--- src/rtl/id_ex_stage.sv ---
// ID/EX pipeline register with load-use hazard detection, bubble insertion,
// branch flush and a saturating count of stall cycles.
module id_ex_stage #(
  parameter int DW    = 32,
  parameter int CNT_W = 16
) (
  input  logic              clk,
  input  logic              rst_n,
  input  logic              id_valid,
  input  logic [4:0]        id_rs,
  input  logic [4:0]        id_rt,
  input  logic [4:0]        id_rd,
  input  logic              id_uses_rs,
  input  logic              id_uses_rt,
  input  logic [DW-1:0]     id_rd1,
  input  logic [DW-1:0]     id_rd2,
  input  logic [DW-1:0]     id_imm,
  input  logic [DW-1:0]     id_pc4,
  input  logic [9:0]        id_ctrl,
  input  logic              flush,
  output logic              stall,
  output logic              ex_valid,
  output logic [4:0]        ex_rs,
  output logic [4:0]        ex_rt,
  output logic [4:0]        ex_rd,
  output logic [DW-1:0]     ex_rd1,
  output logic [DW-1:0]     ex_rd2,
  output logic [DW-1:0]     ex_imm,
  output logic [DW-1:0]     ex_pc4,
  output logic [9:0]        ex_ctrl,
  output logic              ex_mem_read,
  output logic [CNT_W-1:0]  stall_cnt
);

  localparam int MEM_READ_BIT = 7;

  function automatic logic [CNT_W-1:0] sat_inc(input logic [CNT_W-1:0] v);
    return (&v) ? v : v + CNT_W'(1);
  endfunction

  logic              ex_valid_q, ex_valid_d;
  logic [4:0]        ex_rs_q, ex_rs_d;
  logic [4:0]        ex_rt_q, ex_rt_d;
  logic [4:0]        ex_rd_q, ex_rd_d;
  logic [DW-1:0]     ex_rd1_q, ex_rd1_d;
  logic [DW-1:0]     ex_rd2_q, ex_rd2_d;
  logic [DW-1:0]     ex_imm_q, ex_imm_d;
  logic [DW-1:0]     ex_pc4_q, ex_pc4_d;
  logic [9:0]        ex_ctrl_q, ex_ctrl_d;
  logic [CNT_W-1:0]  stall_cnt_q, stall_cnt_d;

  logic rs_hit, rt_hit, load_use;

  // Hazard detection against the load currently sitting in EX
  always_comb begin
    rs_hit   = id_uses_rs & (id_rs == ex_rt_q);
    rt_hit   = id_uses_rt & (id_rt == ex_rt_q);
    load_use = ex_valid_q & ex_ctrl_q[MEM_READ_BIT] & (ex_rt_q != 5'd0)
               & (rs_hit | rt_hit);
    // Gating with rst_n lets a reset release PC/IF-ID in the same cycle.
    stall    = rst_n & id_valid & load_use & ~flush;
  end

  always_comb begin
    ex_valid_d  = id_valid;
    ex_ctrl_d   = id_valid ? id_ctrl : 10'd0;
    ex_rs_d     = id_rs;
    ex_rt_d     = id_rt;
    ex_rd_d     = id_rd;
    ex_rd1_d    = id_rd1;
    ex_rd2_d    = id_rd2;
    ex_imm_d    = id_imm;
    ex_pc4_d    = id_pc4;
    stall_cnt_d = stall ? sat_inc(stall_cnt_q) : stall_cnt_q;
    if (flush) begin
      ex_valid_d = 1'b0;
      ex_ctrl_d  = 10'd0;
    end else if (stall) begin
      // Bubble: kill control, keep the old payload so EX sees stable values
      ex_valid_d = 1'b0;
      ex_ctrl_d  = 10'd0;
      ex_rs_d    = ex_rs_q;
      ex_rt_d    = ex_rt_q;
      ex_rd_d    = ex_rd_q;
      ex_rd1_d   = ex_rd1_q;
      ex_rd2_d   = ex_rd2_q;
      ex_imm_d   = ex_imm_q;
      ex_pc4_d   = ex_pc4_q;
    end
  end

  always_ff @(posedge clk) begin
    if (!rst_n) begin
      ex_valid_q  <= 1'b0;
      ex_rs_q     <= '0;
      ex_rt_q     <= '0;
      ex_rd_q     <= '0;
      ex_rd1_q    <= '0;
      ex_rd2_q    <= '0;
      ex_imm_q    <= '0;
      ex_pc4_q    <= '0;
      ex_ctrl_q   <= '0;
      stall_cnt_q <= '0;
    end else begin
      ex_valid_q  <= ex_valid_d;
      ex_rs_q     <= ex_rs_d;
      ex_rt_q     <= ex_rt_d;
      ex_rd_q     <= ex_rd_d;
      ex_rd1_q    <= ex_rd1_d;
      ex_rd2_q    <= ex_rd2_d;
      ex_imm_q    <= ex_imm_d;
      ex_pc4_q    <= ex_pc4_d;
      ex_ctrl_q   <= ex_ctrl_d;
      stall_cnt_q <= stall_cnt_d;
    end
  end

  assign ex_valid    = ex_valid_q;
  assign ex_rs       = ex_rs_q;
  assign ex_rt       = ex_rt_q;
  assign ex_rd       = ex_rd_q;
  assign ex_rd1      = ex_rd1_q;
  assign ex_rd2      = ex_rd2_q;
  assign ex_imm      = ex_imm_q;
  assign ex_pc4      = ex_pc4_q;
  assign ex_ctrl     = ex_ctrl_q;
  assign ex_mem_read = ex_ctrl_q[MEM_READ_BIT];
  assign stall_cnt   = stall_cnt_q;

endmodule

--- config.mk ---
export PLATFORM = sky130hd
export DESIGN_NAME = id_ex_stage
export DESIGN_NICKNAME = d
export VERILOG_FILES = /design/src/rtl/id_ex_stage.sv
export SDC_FILE = /design/constraint.sdc
export NUM_CORES = 1
export LEC_CHECK = 0
export ABC_AREA = 1
export BUFFER_PORTS_ARGS = -buffer_cell sky130_fd_sc_hd__buf_2
export CAP_MARGIN = 25
export CORE_ASPECT_RATIO = 1.1
export CORE_MARGIN = 5
export CORE_UTILIZATION = 30
export CTS_CLUSTER_DIAMETER = 150
export CTS_CLUSTER_SIZE = 10
export DETAILED_ROUTE_END_ITERATION = 8
export PLACE_DENSITY = 0.64
export RECOVER_POWER = 25
export REMOVE_ABC_BUFFERS = 1
export SYNTH_ARGS = -nofsm -noshare
export SYNTH_HDL_FRONTEND = slang
export SYNTH_SLANG_ARGS = --single-unit
--- constraint.sdc ---
create_clock -name clk -period 4 [get_ports clk]
set_clock_uncertainty 0.1 [all_clocks]
set_input_delay 1 -clock clk [delete_from_list [all_inputs] [get_ports clk]]
set_output_delay 1 -clock clk [all_outputs]
set_load 0.05 [all_outputs]
======== Yosys cells after proc, flatten, opt, wreduce, memory -nomap -nowiden ========
Index checks and enable logic that the tools add are counted.
storage, ports and cells
  register bits after elaboration ......... 170
  input bits .............................. 159
  output and inout bits ................... 172
  logic and storage cells ................. 46
operators by class
  add/subtract/negate cells ............... 1
  eq/ne operators ......................... 3
  muxes and demuxes ....................... 14
  bitwise logic cells ..................... 13
  reductions and logical operators ........ 5
operators by type and width
  operator                                       number
  2-to-1 mux 32 bit                              8
  2-to-1 mux 5 bit                               6
  adder 16 x 1 -> 16 bit, second input constant  1
  AND reduction 16 bit                           1
  equality test 5 bit                            2
  AND 1 bit                                      8
  nonzero test 5 bit                             1
  NOT 1 bit                                      4
  OR reduction 4 bit                             1
  OR reduction 3 bit                             1
  inequality test 2 bit, second input constant   1
  AND reduction 2 bit                            1
  OR 1 bit                                       1

======== Depth between registers and ports, before layout ========
Gate-level depths: netlist (run 1).
  word-level depth ........................ 8
  depth in mapped cells ................... 12
  gate-level depth less buffers ........... 11

======== Least setup slack after synthesis (run 1) ========
OpenSTA, ideal clock, no wires.
  kind .................................... in2out
  from .................................... input port id_rt[1]
  to ...................................... output port stall
  arrival ................................. 1957 ps
  required time ........................... 2900 ps
  path slack .............................. 943 ps
  stages .................................. 10
  buffers on the path ..................... 2
  cells stage by stage .................... inv_1 > nand2_1 > nand2_1 > nor2_1 > nand3_1 > nand2_2 > nand3_4 > inv_2 > buf_4 > buf_4
between the ends
  longest elaborated chain between the ends .. 6
RTL lines
  element                 RTL line  text
  start, declared         11        input logic [4:0] id_rt,
  equality test 5 bit     57        rt_hit = id_uses_rt & (id_rt == ex_rt_q);
  AND 1 bit               57
  OR 1 bit                59        & (rs_hit | rt_hit);
  AND 1 bit               59
  AND 1 bit (2 in a row)  61        stall = rst_n & id_valid & load_use & ~flush;
  end, declared           21        output logic stall,
No other way between the ends.

======== Worst setup path in the final report (run 1) ========
  from .................................... input port id_rt[0]
  to ...................................... output port stall
The elaborated chain is that of the path after synthesis.

==> results.py, run 1 <==
metrics = {
    "timing": {
        "max_freq_mhz": 305,
        "tightestPinTransition_ns": 0.959,
        "finalCriticalPeriod_ns": 3.28,
        "maxSlewViolCount": 0,
        "finalSetupViolCount": 0,
        "setup_slack_ns": 0.724,
        "final-hold-violation-count": 0,
        "rsz0062_at_grt": "no",
        "final.period_utilization": 0.819,
        "relSlewSlack": 0.361,
    },
    "worst_setup_path": {
        "setup.worst_path.end": "stall",
        "end_kind": "primary output",
        "path_max_fanout": 6,
        "timing.rr.end": "stall_cnt[4]$_SDFFE_PN0P_",
        "critical_path_class": "in -> out",
        "worstReg2RegStart": "ex_rt[3]$_SDFFE_PN0P_",
        "reg2reg_slack_ns": 1.70,
        "critPathRequiredTime_ns": 2.90,
        "rr_worst_depth": 11,
        "startpoint": "id_rt[0]",
        "cp-start-kind": "primary input",
        "cp.arrival_ns": 2.18,
    },
    "clocking": {
        "root_buffer": "clkbuf_16",
        "post_cts_buffers": 0,
        "clk_path_buf_depth": 2,
        "clk_pin_slew_ns": 0.07,
        "cts_buffers": 17,
        "cts_num_sinks": 170,
        "insertion_delay_ns": 0.41,
        "ctsHoldBuffers": 0,
        "cts-resized-gates": 0,
        "h-tree-depth": 4,
        "cts_tree": "built",
    },
    "floorplanning": {
        "io-pin-count": 331,
        "dieWidth_um": 148,
        "die_h_um": 162,
        "rows": 55,
        "start_util": 0.306,
        "dieArea_mm2": 0.0241,
        "core-area_mm2": 0.0206,
    },
    "routing": {
        "drtAntennaViolNets": 0,
        "drt_iter0_markers": 278,
        "drc_errors": 0,
        "routed_via_density": 4.44,
        "wire_per_inst_um": 13.8,
        "dr.pass1.iters": 4,
        "vias": 6370,
        "finalWirelength_um": 19800,
    },
    "layout": {
        "n_fill_cell": 2220,
        "final_nets": 1324,
        "multi_input_area_mm2": 0.00249,
        "register_area_mm2": 0.00340,
        "final_common_cell": "nor2_1",
        "drive_gt1_frac": 0.260,
        "syn_to_final_growth_pct": 36.1,
        "layoutNonFillerInstCount": 1434,
        "final_cell_mix": "nor2_1 (338), buf_2 (260), dfxtp_1 (170), o21ai_1 (111), nand2_1 (79)",
    },
    "power": {
        "peakVddDrop_v": 0.000281,
        "p_total_mw": 4.04,
        "p_per_area_mw_per_mm2": 469,
        "leakage_nw": 4.47,
    },
    "logic_synthesis": {
        "avgSynthCellArea_um2": 7.34,
        "syn_area_mm2": 0.00632,
        "yosysSeqAreaShare": 0.538,
        "async_flop_share": 0,
        "synth_top_flop_cell": "dfxtp_1",
        "synth_cell_types": 20,
        "syn_inst": 861,
        "synth_seq_cells": 170,
        "synth_warnings": 0,
        "synth_edf_count": 0,
    },
    "placement": {
        "gp_congestion": 0.817,
        "dp_cells": 1401,
        "dp_slack_ns": 0.762,
        "io_buffers": 330,
        "dp_hpwl_um": 14300,
    },
    "run_status": {
        "status": "complete, no violations",
    },
    "grt": {
        "antenna_found_initial": 1,
        "grt_overflow": 0,
        "grt_pass1_vias": 5954,
        "grt_max_degree": 138,
        "grt_first_pass_wirelength_um": 30500,
        "globalRouteTotalUtil": 0.157,
    },
    "run": {
        "maxCapViolCount": 0,
    },
    "hold_path": {
        "min_path_type": "reg -> reg",
    },
}
-- layer usage --
metal	track usage	wire length [um]	up-vias
met4	0.0454	263	0
met3	0.0580	1550	17
met5	0	0	-
met1	0.182	8190	2820
met2	0.272	9830	209
li1	-	-	3324
-- worst min-delay path by stage --
stage                                 start                      end  slack (ns)  cells past startpoint
floorplan           ex_rd1[10]$_SDFFE_PN0P_  ex_rd1[10]$_SDFFE_PN0P_        0.61                      2
global placement     ex_pc4[1]$_SDFFE_PN0P_   ex_pc4[1]$_SDFFE_PN0P_        0.36                      2
detailed placement  ex_imm[11]$_SDFFE_PN0P_  ex_imm[11]$_SDFFE_PN0P_        0.37                      2
CTS                 ex_imm[11]$_SDFFE_PN0P_  ex_imm[11]$_SDFFE_PN0P_        0.38                      2
global route        ex_pc4[14]$_SDFFE_PN0P_  ex_pc4[14]$_SDFFE_PN0P_        0.41                      2
finish              ex_imm[28]$_SDFFE_PN0P_  ex_imm[28]$_SDFFE_PN0P_        0.38                      2
-- layout make-up --
class                   instances  area share
flip-flops and latches        170       0.395
multi-input cells             596       0.290
repair buffers                335       0.188
clock buffers                  17      0.0494
well taps                     256      0.0372
clock inverters                15      0.0205
inverters                      44      0.0195
diodes                          1    0.000291
-- cells in the mapped netlist, types with 3 or more instances --
cell type	n	area, um2
a21oi_1	11	55.1
o21ai_0	37	185
nand4_1	8	50.1
buf_2	5	25.0
buf_4	14	105
inv_1	37	139
dfxtp_1	170	3400
inv_2	7	26.3
o21ai_1	111	556
nand2_1	78	293
buf_1	3	11.3
nor2_1	338	1270
nand3_1	8	40.0
clkbuf_1	28	105
-- registers in the layout, indices dropped and copies added (netlist names) --
name,cells
ex_rd1,32
ex_rd,5
ex_valid,1
ex_rd2,32
ex_pc4,32
stall_cnt,16
ex_ctrl,10
ex_rt,5
ex_imm,32
ex_rs,5
-- cells by family after synthesis --
group / Yosys count / share of synthesized area
buffers and inverters: 95 / 0.0669
flip-flops: 170 / 0.538
adder cells (fa/ha/maj): 1 / 0.00198
XOR/XNOR: 1 / 0.00139
AO/OA/AOI/OAI: 159 / 0.126
AND/OR/NAND/NOR: 435 / 0.266
-- critical path, cell delays in order --
cell	delay [ns]
buf_2	0.10
inv_1	0.05
nand2_1	0.05
nand2_1	0.07
nor2_1	0.08
nand3_1	0.07
nand2_1	0.22
nand3_4	0.14
inv_4	0.09
buf_2	0.30
-- power breakdown --
| part | switching (mW) | internal, mW |
|---|---|---|
| Sequential | 0.0404 | 1.77 |
| Clock | 0.766 | 0.895 |
| Combinational | 0.420 | 0.142 |
| Total | 1.23 | 2.81 |
-- per-stage QoR --
stage | area (um2) | hold WS, ns | util | TNS (ns)
finish | 8610 | 0.378 | 0.417 | 0
global route | 8610 | 0.405 | 0.417 | 0
CTS | 8690 | 0.383 | 0.421 | 0
detailed placement | 8090 | 0.366 | 0.392 | 0
global placement | 8090 | 0.356 | 0.392 | 0
floorplan | 6070 | 0.606 | - | -48.81
Note: power is estimated with default switching activity, not from simulation.
==> run 2: changes to the inputs <==
--- a/config.mk
+++ b/config.mk
@@ -14,7 +14,7 @@
 export CTS_CLUSTER_DIAMETER = 150
 export CTS_CLUSTER_SIZE = 10
 export DETAILED_ROUTE_END_ITERATION = 8
-export PLACE_DENSITY = 0.64
+export PLACE_DENSITY = 0.66
 export RECOVER_POWER = 25
 export REMOVE_ABC_BUFFERS = 1
 export SYNTH_ARGS = -nofsm -noshare
==> constraint.sdc (replaced) <==
create_clock -name clk -period 2.9 [get_ports clk]
set_clock_uncertainty 0.1 [all_clocks]
set_input_delay 0.725 -clock clk [delete_from_list [all_inputs] [get_ports clk]]
set_output_delay 0.725 -clock clk [all_outputs]
set_load 0.05 [all_outputs]
==> run 2 against run 1 <==
Effect of this change: sequential share of layout area shrank 0.14 points; critical endpoint unchanged; routed wire length about the same; design area grew 0.36%; first-iteration DRC count shrank 2.2%; flip-flop and latch count stayed put.
==> results.py, run 2 (synthesis results as in run 1) <==
metrics = {
    "run_status": {
        "status": "complete, no violations",
    },
    "routing": {
        "drtAntennaViolNets": 0,
        "vias": 6346,
        "drc_errors": 0,
        "wire_per_inst_um": 13.8,
        "dr.pass1.iters": 4,
        "drt_iter0_markers": 272,
        "finalWirelength_um": 19800,
        "routed_via_density": 4.43,
    },
    "floorplanning": {
        "io-pin-count": 331,
        "die_h_um": 162,
        "core-area_mm2": 0.0206,
        "dieWidth_um": 148,
        "rows": 55,
        "dieArea_mm2": 0.0241,
        "start_util": 0.306,
    },
    "grt": {
        "grt_max_degree": 160,
        "grt_overflow": 0,
        "globalRouteTotalUtil": 0.160,
        "grt_first_pass_wirelength_um": 31000,
        "grt_pass1_vias": 5973,
        "antenna_found_initial": 2,
    },
    "power": {
        "leakage_nw": 4.47,
        "p_total_mw": 5.57,
        "p_per_area_mw_per_mm2": 645,
        "peakVddDrop_v": 0.000362,
    },
    "clocking": {
        "clk_path_buf_depth": 2,
        "insertion_delay_ns": 0.42,
        "cts_buffers": 17,
        "root_buffer": "clkbuf_16",
        "h-tree-depth": 4,
        "cts_tree": "built",
        "clk_pin_slew_ns": 0.07,
        "post_cts_buffers": 0,
        "cts_num_sinks": 170,
        "cts-resized-gates": 0,
        "ctsHoldBuffers": 0,
    },
    "layout": {
        "final_nets": 1323,
        "utilization": 0.418,
        "n_fill_cell": 2215,
        "syn_to_final_growth_pct": 36.6,
        "layoutNonFillerInstCount": 1433,
        "fin_area_mm2": 0.00864,
        "multi_input_area_mm2": 0.00250,
        "final_cell_mix": "nor2_1 (338), buf_2 (256), dfxtp_1 (170), o21ai_1 (111), nand2_1 (78)",
        "drive_gt1_frac": 0.258,
        "final_common_cell": "nor2_1",
        "register_area_mm2": 0.00340,
    },
    "worst_setup_path": {
        "cp-start-kind": "register",
        "end_kind": "primary output",
        "critPathMaxStageDelay_ns": 0.43,
        "path_max_fanout": 6,
        "critPathTopFamily": "simple AND/OR/NAND/NOR gates",
        "critPathRequiredTime_ns": 2.08,
        "slowest_stage": "dfxtp_1",
        "cpMostUsedCell": "nand2_1",
        "crit_chain": "inv_2, nand2_1, nand2_1, nor2_1, nand3_1, nand2_2, nand3_4, inv_4, clkbuf_4",
        "critical_path_class": "reg -> out",
        "crit_buf_inv": 3,
        "cp.arrival_ns": 1.90,
    },
    "placement": {
        "dp_hpwl_um": 14100,
        "placed_cell_area_mm2": 0.00812,
        "io_buffers": 330,
        "gp_congestion": 0.826,
        "dp_cells": 1400,
    },
    "timing": {
        "max_freq_mhz": 367,
        "relSlewSlack": 0.512,
        "maxSlewViolCount": 0,
        "finalCriticalPeriod_ns": 2.72,
        "finalSetupViolCount": 0,
        "rsz0062_at_grt": "no",
        "tightestPinTransition_ns": 0.732,
        "hold_ws_ns": 0.379,
        "final.period_utilization": 0.940,
        "final-hold-violation-count": 0,
    },
    "run": {
        "maxCapViolCount": 0,
    },
    "hold_path": {
        "min_path_type": "reg -> reg",
    },
}
[run 2: changes by cell type in the layout (fill, tap and decap cells not counted), moves of 3 or more]
cell and change:
buf_12 +3, buf_2 -4, buf_4 -4, clkbuf_1 +3
[run 2: final cells by class]
cell class              count  share of cell area
flip-flops and latches    170               0.394
multi-input cells         596               0.289
repair buffers            334               0.191
clock buffers              17              0.0492
well taps                 256              0.0371
clock inverters            15              0.0204
inverters                  44              0.0194
diodes                      1            0.000290
[run 2: metrics by stage]
step	TNS [ns]	worst slack, ns
2_1_floorplan	-184.31	-1.77
3_3_place_gp	0	0.203
3_5_place_dp	0	0.171
4_1_cts	0	0.0888
5_1_grt	0	0.0348
6_report	0	0.175
[run 2: per-layer routing]
layer,share of wire,vias up,GRT usage
met5,0.00066,-,0
met4,0.016,2,0.0475
met3,0.081,22,0.0594
met2,0.48,222,0.266
met1,0.42,2782,0.192
li1,-,3318,-
[run 2: worst min-delay path: stages (launching register included)]
cell and delay [ns]:
dfxtp_1 0.33, nor2_1 0.04, nor2_1 0.08
[run 2: worst paths after layout]
path                            cells past startpoint  slack, ns                   endpoint                     from
worst min-delay path                                2       0.38    ex_rd2[25]$_SDFFE_PN0P_  ex_rd2[25]$_SDFFE_PN0P_
worst max register to register                     12       0.82  stall_cnt[4]$_SDFFE_PN0P_    ex_rt[3]$_SDFFE_PN0P_
worst max-delay path                                9       0.18                      stall    ex_rt[3]$_SDFFE_PN0P_
worst min register to register                      2       0.38    ex_rd2[25]$_SDFFE_PN0P_  ex_rd2[25]$_SDFFE_PN0P_
[run 2: power by group]
part | switching [mW] | internal, mW
registers | 0.0548 | 2.44
logic | 0.577 | 0.196
clock network | 1.07 | 1.23
==> run 3: changes to the inputs <==
--- a/config.mk
+++ b/config.mk
@@ -14,7 +14,7 @@
 export CTS_CLUSTER_DIAMETER = 150
 export CTS_CLUSTER_SIZE = 10
 export DETAILED_ROUTE_END_ITERATION = 8
-export PLACE_DENSITY = 0.66
+export PLACE_DENSITY = 0.64
 export RECOVER_POWER = 25
 export REMOVE_ABC_BUFFERS = 1
 export SYNTH_ARGS = -nofsm -noshare
==> constraint.sdc (replaced) <==
create_clock -name clk -period 2.7 [get_ports clk]
set_clock_uncertainty 0.1 [all_clocks]
set_input_delay 0.54 -clock clk [delete_from_list [all_inputs] [get_ports clk]]
set_output_delay 0.54 -clock clk [all_outputs]
set_load 0.05 [all_outputs]
==> run 3 against run 2 <==
Effect of this change: cell count unchanged; via count down 0.30%; combinational power up 7.2%; non-clock buffer count up 1; critical path type unchanged.
==> results.py, run 3 (synthesis results as in run 1) <==
metrics = {
    "clocking": {
        "cts_num_sinks": 170,
        "h-tree-depth": 4,
        "clk_pin_slew_ns": 0.07,
        "cts_buffers": 17,
        "insertion_delay_ns": 0.42,
        "root_buffer": "clkbuf_16",
        "post_cts_buffers": 0,
        "cts_tree": "built",
        "clk_path_buf_depth": 2,
    },
    "run": {
        "maxCapViolCount": 0,
    },
    "worst_setup_path": {
        "rr_worst_depth": 11,
        "cp.arrival_ns": 1.87,
        "critPathRequiredTime_ns": 2.06,
        "path_max_fanout": 6,
        "end_kind": "primary output",
        "cp-start-kind": "register",
        "critical_path_class": "reg -> out",
    },
    "timing": {
        "final-hold-violation-count": 0,
        "relSlewSlack": 0.562,
        "final.period_utilization": 0.928,
        "rsz0062_at_grt": "no",
        "tightestPinTransition_ns": 0.661,
        "max_freq_mhz": 399,
        "finalCriticalPeriod_ns": 2.51,
        "finalSetupViolCount": 0,
        "setup-tns-final_ns": 0,
        "setup_slack_ns": 0.195,
        "maxSlewViolCount": 0,
    },
    "floorplanning": {
        "dieArea_mm2": 0.0241,
        "rows": 55,
        "core-area_mm2": 0.0206,
        "io-pin-count": 331,
        "die_h_um": 162,
        "start_util": 0.306,
        "dieWidth_um": 148,
    },
    "placement": {
        "io_buffers": 330,
        "gp_congestion": 0.852,
        "dp_slack_ns": 0.344,
        "dp_hpwl_um": 14300,
    },
    "grt": {
        "grt_max_degree": 160,
        "grt_overflow": 0,
        "globalRouteTotalUtil": 0.162,
        "antenna_found_initial": 1,
        "grt_first_pass_wirelength_um": 31500,
        "grt_pass1_vias": 6182,
    },
    "routing": {
        "wire_per_inst_um": 13.9,
        "routed_via_density": 4.42,
        "drtAntennaViolNets": 0,
        "finalWirelength_um": 20000,
        "drc_errors": 0,
        "drt_iter0_markers": 262,
        "vias": 6327,
        "dr.pass1.iters": 6,
    },
    "power": {
        "leakage_nw": 4.43,
        "p_per_area_mw_per_mm2": 694,
        "peakVddDrop_v": 0.000389,
        "p_total_mw": 5.99,
    },
    "layout": {
        "final_nets": 1324,
        "final_common_cell": "nor2_1",
        "drive_gt1_frac": 0.247,
        "n_fill_cell": 2251,
        "syn_to_final_growth_pct": 36.4,
        "final_cell_mix": "nor2_1 (338), buf_2 (243), dfxtp_1 (170), o21ai_1 (111), clkbuf_1 (85)",
        "diodes": 0,
    },
    "hold_path": {
        "holdPathStages": 3,
        "min_path_type": "in -> reg",
    },
    "run_status": {
        "status": "complete, no violations",
    },
}
## run 3: changes by cell type in the layout (fill, tap and decap cells not counted), sizes merged
| cell | change |
|---|---|
| clkbuf | +13 |
| buf | -12 |
| clkinv | -2 |
| inv | +2 |
| diode | -1 |
## run 3: path summary, 6_finish.rpt
| kind | slack (ns) | startpoint | endpoint |
|---|---|---|---|
| max | 0.19 | ex_rt[3]$_SDFFE_PN0P_ | stall |
| min | 0.23 | id_ctrl[4] | ex_ctrl[4]$_SDFF_PP0_ |
| max reg2reg | 0.71 | ex_rt[3]$_SDFFE_PN0P_ | ex_rd1[27]$_SDFFE_PN0P_ |
| min reg2reg | 0.38 | ex_rd2[18]$_SDFFE_PN0P_ | ex_rd2[18]$_SDFFE_PN0P_ |
## run 3: worst max-delay path: stages (launching register included)
cell and delay (ns):
dfxtp_1 0.42, inv_2 0.08, nand2_1 0.06, nand2_1 0.04
nor2_1 0.10, nand3_1 0.09, nand2_2 0.16, nand3_4 0.12
inv_4 0.12, clkbuf_4 0.25
## run 3: power by group
group	switching [mW]	total [mW]	internal, mW
Clock	1.15	2.48	1.33
Sequential	0.0597	2.69	2.63
Combinational	0.621	0.829	0.208
## run 3: through the flow
| stage | area (um2) | instances | hold slack [ns] | utilization |
|---|---|---|---|---|
| after global placement | 8130 | 1401 | 0.357 | 0.394 |
| after floorplan | 6070 | 810 | 0.552 | - |
| after global routing | 8630 | 1433 | 0.208 | 0.418 |
| after detailed placement | 8130 | 1401 | 0.366 | 0.394 |
| final | 8630 | 1433 | 0.230 | 0.418 |
| after CTS | 8730 | 1433 | 0.205 | 0.423 |
## run 3: layout make-up
cell class / instances / area (um2) / area share
Sequential cell: 170 / 3400 / 0.395
Multi-Input combinational cell: 596 / 2500 / 0.290
Timing Repair Buffer: 335 / 1640 / 0.190
Clock buffer: 17 / 425 / 0.0493
Tap cell: 256 / 320 / 0.0371
Clock inverter: 15 / 174 / 0.0202
Inverter: 44 / 168 / 0.0194
## run 3: layer usage
layer | GRT usage | wire, um
met2 | 0.278 | 9860
met1 | 0.186 | 8060
met3 | 0.0603 | 1620
met4 | 0.0533 | 415
met5 | 0 | 7
## run 3: what timing repair did
item,4_1_cts,5_1_grt
hold buffers,0,0
gates resized for setup,0,1
setup endpoints to repair,0,1
